**src/rtl/keypad_pkg.sv**
```systemverilog
// Shared definitions for the 4x4 keypad scanner: key codes, scan-result
// encoding, accept-FSM states and the (row, col) to key-code map.
package keypad_pkg;

  localparam logic [3:0] KEY_A    = 4'd10;
  localparam logic [3:0] KEY_B    = 4'd11;
  localparam logic [3:0] KEY_C    = 4'd12;
  localparam logic [3:0] KEY_D    = 4'd13;
  localparam logic [3:0] KEY_STAR = 4'd14;
  localparam logic [3:0] KEY_HASH = 4'd15;

  typedef enum logic [1:0] {
    NONE  = 2'd0,
    KEY   = 2'd1,
    MULTI = 2'd2
  } scan_res_e;

  typedef enum logic {
    IDLE    = 1'b0,
    PRESSED = 1'b1
  } acc_state_e;

  // Layout: 1 2 3 A / 4 5 6 B / 7 8 9 C / * 0 # D
  function automatic logic [3:0] key_code(input logic [1:0] row, input logic [1:0] col);
    logic [3:0] code;
    code = 4'd0;
    if (col == 2'd3) begin
      code = KEY_A + {2'b00, row};
    end else begin
      case (row)
        2'd0:    code = 4'd1 + {2'b00, col};
        2'd1:    code = 4'd4 + {2'b00, col};
        2'd2:    code = 4'd7 + {2'b00, col};
        default: begin
          case (col)
            2'd0:    code = KEY_STAR;
            2'd1:    code = 4'd0;
            default: code = KEY_HASH;
          endcase
        end
      endcase
    end
    return code;
  endfunction

endpackage

```
**src/rtl/keypad_scan_sync_2ff.sv**
```systemverilog
// Two-flop synchronizer for asynchronous level inputs, with a configurable
// reset value so idle lines come out of reset in their inactive state.
module sync_2ff #(
  parameter int              WIDTH   = 1,
  parameter logic [WIDTH-1:0] RST_VAL = '0
) (
  input  logic             clk_i,
  input  logic             rst_ni,
  input  logic [WIDTH-1:0] d_i,
  output logic [WIDTH-1:0] q_o
);

  logic [WIDTH-1:0] meta_q;
  logic [WIDTH-1:0] sync_q;

  always_ff @(posedge clk_i or negedge rst_ni) begin
    if (!rst_ni) begin
      meta_q <= RST_VAL;
      sync_q <= RST_VAL;
    end else begin
      meta_q <= d_i;
      sync_q <= meta_q;
    end
  end

  assign q_o = sync_q;

endmodule

```
**src/rtl/keypad_scan.sv**
```systemverilog
// 4x4 matrix keypad scanner: row sequencer, per-scan hit accumulation,
// whole-scan debounce and an IDLE/PRESSED accept machine emitting key strobes.
module keypad_scan
  import keypad_pkg::*;
#(
  parameter int SETTLE   = 10,
  parameter int DEBOUNCE = 3
) (
  input  logic       i_clk_10mhz,
  input  logic       i_rst_n,
  input  logic [3:0] i_cols_neg,
  output logic [3:0] o_rows_neg,
  output logic [3:0] o_key,
  output logic       o_key_valid,
  output logic       o_key_held
);

  localparam int SW = $clog2(SETTLE);
  localparam int DW = $clog2(DEBOUNCE + 1);
  localparam logic [SW-1:0] SETTLE_LAST = SW'(SETTLE - 1);
  localparam logic [DW-1:0] DEB_MAX     = DW'(DEBOUNCE);

  logic [3:0]    cols_s;

  logic [SW-1:0] settle_q, settle_d;
  logic [1:0]    row_q, row_d;
  logic [1:0]    hits_q, hits_d;
  logic [3:0]    hit_code_q, hit_code_d;
  scan_res_e     res_q, res_d;
  logic [3:0]    res_code_q, res_code_d;
  logic          scan_end_q, scan_end_d;
  scan_res_e     prev_res_q, prev_res_d;
  logic [3:0]    prev_code_q, prev_code_d;
  logic [DW-1:0] stab_q, stab_d;
  acc_state_e    state_q, state_d;
  logic [3:0]    key_q, key_d;
  logic          valid_q, valid_d;
  logic          held_q, held_d;

  logic          sample;
  logic [1:0]    row_hits;
  logic [1:0]    row_col;
  logic [2:0]    tot3;
  logic [1:0]    tot;
  logic [3:0]    code_n;
  logic          same;
  logic          accept;

  sync_2ff #(
    .WIDTH   (4),
    .RST_VAL (4'hF)
  ) u_cols_sync (
    .clk_i  (i_clk_10mhz),
    .rst_ni (i_rst_n),
    .d_i    (i_cols_neg),
    .q_o    (cols_s)
  );

  assign sample = (settle_q == SETTLE_LAST);

  // Hits in the current row, saturating at 2 since only NONE/KEY/MULTI matter.
  always_comb begin
    row_hits = 2'd0;
    row_col  = 2'd0;
    for (int c = 0; c < 4; c++) begin
      if (!cols_s[c]) begin
        if (row_hits != 2'd2) row_hits = row_hits + 2'd1;
        row_col = 2'(c);
      end
    end
    tot3   = {1'b0, hits_q} + {1'b0, row_hits};
    tot    = (tot3 >= 3'd2) ? 2'd2 : tot3[1:0];
    code_n = (hits_q == 2'd0 && row_hits == 2'd1) ? key_code(row_q, row_col) : hit_code_q;
  end

  always_comb begin
    settle_d   = sample ? '0 : settle_q + 1'b1;
    row_d      = sample ? row_q + 2'd1 : row_q;
    hits_d     = hits_q;
    hit_code_d = hit_code_q;
    res_d      = res_q;
    res_code_d = res_code_q;
    scan_end_d = 1'b0;
    if (sample) begin
      if (row_q == 2'd3) begin
        hits_d     = 2'd0;
        hit_code_d = 4'd0;
        scan_end_d = 1'b1;
        res_code_d = code_n;
        case (tot)
          2'd0:    res_d = NONE;
          2'd1:    res_d = KEY;
          default: res_d = MULTI;
        endcase
      end else begin
        hits_d     = tot;
        hit_code_d = code_n;
      end
    end
  end

  // Debounce runs on the scan-end cycle; acceptance only on reaching DEB_MAX.
  always_comb begin
    same        = (res_q == prev_res_q) && ((res_q != KEY) || (res_code_q == prev_code_q));
    stab_d      = stab_q;
    prev_res_d  = prev_res_q;
    prev_code_d = prev_code_q;
    accept      = 1'b0;
    if (scan_end_q) begin
      prev_res_d  = res_q;
      prev_code_d = res_code_q;
      if (same) stab_d = (stab_q == DEB_MAX) ? stab_q : stab_q + 1'b1;
      else      stab_d = DW'(1);
      accept = (stab_d == DEB_MAX) && !(same && (stab_q == DEB_MAX));
    end
  end

  always_comb begin
    state_d = state_q;
    key_d   = key_q;
    valid_d = 1'b0;
    held_d  = held_q;
    if (accept) begin
      case (state_q)
        IDLE: begin
          if (res_q == KEY) begin
            key_d   = res_code_q;
            valid_d = 1'b1;
            held_d  = 1'b1;
            state_d = PRESSED;
          end
        end
        PRESSED: begin
          if (res_q == KEY && res_code_q != key_q) begin
            key_d   = res_code_q;
            valid_d = 1'b1;
          end else if (res_q == NONE) begin
            held_d  = 1'b0;
            state_d = IDLE;
          end
        end
        default: state_d = IDLE;
      endcase
    end
  end

  always_ff @(posedge i_clk_10mhz or negedge i_rst_n) begin
    if (!i_rst_n) begin
      settle_q    <= '0;
      row_q       <= 2'd0;
      hits_q      <= 2'd0;
      hit_code_q  <= 4'd0;
      res_q       <= NONE;
      res_code_q  <= 4'd0;
      scan_end_q  <= 1'b0;
      prev_res_q  <= NONE;
      prev_code_q <= 4'd0;
      stab_q      <= '0;
      state_q     <= IDLE;
      key_q       <= 4'd0;
      valid_q     <= 1'b0;
      held_q      <= 1'b0;
    end else begin
      settle_q    <= settle_d;
      row_q       <= row_d;
      hits_q      <= hits_d;
      hit_code_q  <= hit_code_d;
      res_q       <= res_d;
      res_code_q  <= res_code_d;
      scan_end_q  <= scan_end_d;
      prev_res_q  <= prev_res_d;
      prev_code_q <= prev_code_d;
      stab_q      <= stab_d;
      state_q     <= state_d;
      key_q       <= key_d;
      valid_q     <= valid_d;
      held_q      <= held_d;
    end
  end

  assign o_rows_neg  = ~(4'b0001 << row_q);
  assign o_key       = key_q;
  assign o_key_valid = valid_q;
  assign o_key_held  = held_q;

endmodule
```
**config.mk**
```make
export PLATFORM = sky130hd
export DESIGN_NAME = keypad_scan
export DESIGN_NICKNAME = d
export VERILOG_FILES = /design/src/rtl/keypad_pkg.sv /design/src/rtl/keypad_scan_sync_2ff.sv /design/src/rtl/keypad_scan.sv
export SDC_FILE = /design/constraint.sdc
export NUM_CORES = 1
export LEC_CHECK = 0
export CAP_MARGIN = 20
export CORE_ASPECT_RATIO = 1.1
export CORE_MARGIN = 4
export CORE_UTILIZATION = 60
export DETAILED_ROUTE_END_ITERATION = 6
export PLACE_DENSITY = 0.9
export SYNTH_ARGS = -nofsm -noshare
export SYNTH_HDL_FRONTEND = slang
export SYNTH_SLANG_ARGS = --single-unit
```
**constraint.sdc**
```tcl
create_clock -name i_clk_10mhz -period 7.4 [get_ports i_clk_10mhz]
set_input_delay 1.48 -clock i_clk_10mhz [delete_from_list [all_inputs] [get_ports i_clk_10mhz]]
set_output_delay 1.48 -clock i_clk_10mhz [all_outputs]
set_load 0.05 [all_outputs]
```
==> key figures <==
Critical path
  – Crit path kind: reg2out
  – CP max stage cell: clkdlybuf4s50_1
  – CP Launch Type: flop
  – Maximum fanout along the worst path: 12
  – Worst Setup End Kind: output pin
  – Delay of the slowest critical-path stage: between 800 and 900 ps
  – Buf/Inv on CP: 2
  – CP required: approximately 6000 ps
  – Crit-path cells: ha_1 > inv_1 > clkdlybuf4s50_1
  – Crit-path leading delay family: buffers and inverters
  – CP arrival: roughly 2200 ps

Yosys
  – Yosys cell types: 47
  – Syn nets: ~220
  – Post-synth EDFFs: 0
  – Synthesized area: around 2200 um^2
  – Number of synthesized register bits: 42
  – Ys flop type: dfrtp_1
  – Top-area cell type share of the netlist area: between 30% and 40%
  – Gate Count Post-Synth: approximately 200
  – Register area share after synthesis: 48.96%
  – Synth warn: 0
  – Yosys top cell by area: dfrtp_1
  – Ys async rst share: 100.0%
  – Top cells by area, synth: dfrtp_1 39%, dfstp_2 9.7%, ha_1 6.4%
  – Synthesized area per cell: roughly 11 um^2

Global routing
  – Largest net degree at the start of global routing: between 40 and 50
  – Initial antenna violation count: 0
  – Vias in the first global route: about 1500
  – First-pass GRT wire length: ~6.7 mm
  – Total gr overflow: 0
  – GRT Total Usage: 18.81%

STA
  – Setup violators final: 0
  – Final hold violations: 0
  – Unrepaired setup endpoints after global routing: no
  – Final Slew Violations: 0
  – Tmin final: 3672 ps
  – Worst-Margin Slew: ~920 ps
  – Skew final: ~8.5 ps
  – Slew HR: 38.98%
  – Sum Neg Setup Slack: 0 ps
  – Max frequency: between 200 and 300 MHz
  – Crit share post-route: about half

Clock tree
  – CTS clk-pin slew, worst paths: about 110 ps
  – Max H-tree Level: 2
  – Worst-Skew Late Latency: between 300 and 400 ps
  – Setup Buffers After CTS: 0
  – CTS tree: built
  – Clock Sink Count: 42
  – PostCTS Resize Cnt: 0
  – Num CTS Buffers: 5
  – Root Driver: clkbuf_4
  – Max clock buf depth: 2
  – Hold_buf cts: 0

Floorplan
  – Core Area: about 3400 um^2
  – Floorplan die height: about 71 um
  – Starting Density: a little under two thirds
  – Die ar.: 4638 um^2
  – Core Rows: 22
  – Die X: around 65 um
  – I/O Pins: 16

Detailed routing
  – Antenna viol nets, final: 0
  – DRC Markers: 0
  – DR pass1 iterations: 4
  – Routed via count: 1481
  – WL per Instance: about 14 um
  – Initial drt markers: 67
  – Drt via density: ~5.6
  – Routed wire length: 3.667 mm

Power
  – Power Internal: about 0.00035 W
  – Clock power frac: 23.5%
  – Combinational Power Share: 19.5%
  – Sw frac: about 30%
  – Power Density: 205.2 nW/um^2
  – Flop pwr share: a little under three fifths
  – Maximum VDD drop: 0.1444 mV
  – Leak Pwr: around 1.1 nW
  – Switch Pwr: 0.0001480 W

Place
  – Dpl hpwl: approximately 2.7 mm
  – Number of buffers added on ports: 15
  – Final RePlAce weighted congestion: roughly 0.78
  – Inst Count DP: about 260

Hold path
  – Hold WC Path Type: reg2reg

Layout
  – Nets@finish: roughly 240
  – Area Overhead vs Synth: 11.14%
  – # diodes: 0
  – Share of cells above drive strength 1: 16.06%
  – Non-filler cells, final: roughly 270

Run
  – Maxcap violations: 0

Status
  – Outcome: completed
logic make-up (layout without fill, tap and decap cells):
family	Yosys count	in the layout	share of synthesized area, %
adders and majority gates	12	12	7.275
DFF	42	42	48.96
xor gates and xnor gates	11	11	4.446
AOI/OAI and AO/OA	40	40	12.99
muxes	16	16	8.141
buffers and inverters	24	41	4.214
and+or+nand+nor	56	56	13.97
path summary, 6_finish.rpt:
path | to | depth (start not counted) | startpoint | slack (ps)
setup reg to reg | hits_q[0] | 11 | u_cols_sync.q_o[1] | 4780
hold / removal | u_cols_sync.q_o[2] | 0 | u_cols_sync.meta_q[2] | 360
hold reg to reg | u_cols_sync.q_o[2] | 0 | u_cols_sync.meta_q[2] | 360
max in group asynchronous | res_code_q[2] | 1 | i_rst_n | 5570
min in group asynchronous | settle_q[2] | 1 | i_rst_n | 1240
setup / recovery | o_rows_neg[3] | 3 | row_q[0] | 3730
per-layer routing:
metal | wire (um) | share of wire (%) | track usage, % | up-vias
li1 | - | - | - | 728
met1 | 1503 | 41 | 21.00 | 707
met2 | 1891 | 52 | 33.18 | 36
met3 | 172 | 4.7 | 5.873 | 10
met4 | 100 | 2.7 | 7.143 | 0
met5 | 0 | 0 | 0 | -
registers in the layout, summed over array words and instances (netlist names), named ones only:
name and count:
stab_q 2, o_key_valid 1, row_q 2, prev_res_q 2, scan_end_q 1, o_key_held 1
res_q 2, hit_code_q 4, prev_code_q 4, res_code_q 4, hits_q 2, o_key 4
u_cols_sync.meta_q 4, u_cols_sync.q_o 4, settle_q 4
power groups by stage:
stage	clock network, W	registers, W	logic (W)
floorplan	0	0.000275	0.0000826
global placement	0	0.000284	0.0000930
detailed placement	0	0.000286	0.0000979
CTS	0.000123	0.000282	0.0000982
global route	0.000130	0.000287	0.000112
finish	0.000116	0.000282	0.0000964
cells in the final DEF (no fill, tap or decap), drive strengths merged, types with 4 or more instances in the layout:
cell           count
dfrtp             34
clkbuf             7
nand3              5
o21ai             11
mux2              13
xor2               8
clkdlybuf4s50     14
dfstp              8
ha                11
nor3               4
nor2               8
nand2             19
nand2b             4
inv               18
a31oi              4
a21oi              6
cell usage after synthesis (2+ instances only):
| library cell | n |
|---|---|
| xnor2_1 | 3 |
| a21oi_1 | 6 |
| nand2_1 | 19 |
| dfstp_2 | 8 |
| a31oi_1 | 3 |
| mux2_2 | 12 |
| xor2_1 | 8 |
| nand2b_1 | 4 |
| ha_1 | 11 |
| dfrtp_1 | 34 |
| nor2b_1 | 2 |
| o21ai_0 | 10 |
| mux2i_1 | 3 |
| nor2_1 | 8 |
| clkbuf_1 | 5 |
| inv_1 | 18 |
| and3b_1 | 2 |
| nor3_1 | 4 |
| nand3_1 | 5 |
| or2_2 | 3 |
| a21o_1 | 2 |
| a211oi_1 | 3 |
| o22ai_1 | 2 |
| and2_1 | 3 |
worst register-to-register path: stages (launching register included):
cell     delay, ps
dfstp_2        570
inv_1           50
ha_1           260
mux2i_1        240
ha_1           190
nor2_1          50
a21oi_1        140
ha_1           170
inv_1           50
fa_1           530
nand3_1        120
o31ai_1        200
cell type report:
| class | count | area, um^2 |
|---|---|---|
| Clock buffer | 7 | 55.05 |
| Timing Repair Buffer | 15 | 145.1 |
| Sequential cell | 42 | 1061 |
| Multi-Input combinational cell | 135 | 1015 |
| Inverter | 18 | 67.56 |
| Tap cell | 48 | 60.06 |
| Clock inverter | 1 | 5.005 |
| Fill cell | 279 | 1005 |
stage by stage:
step	util [%]	hold slack, ps	total power, W	worst slack, ps	cell area (um^2)
detailed placement	68.81	347.2	0.0003841	4119	2349
CTS	70.56	364.6	0.0005031	3711	2409
floorplan	-	345.2	0.0003572	4909	2167
global route	70.56	368.5	0.0005288	3601	2409
global placement	68.81	345.4	0.0003773	4167	2349
finish	70.56	363.2	0.0004943	3728	2409
(Power assumes the default switching activity.)
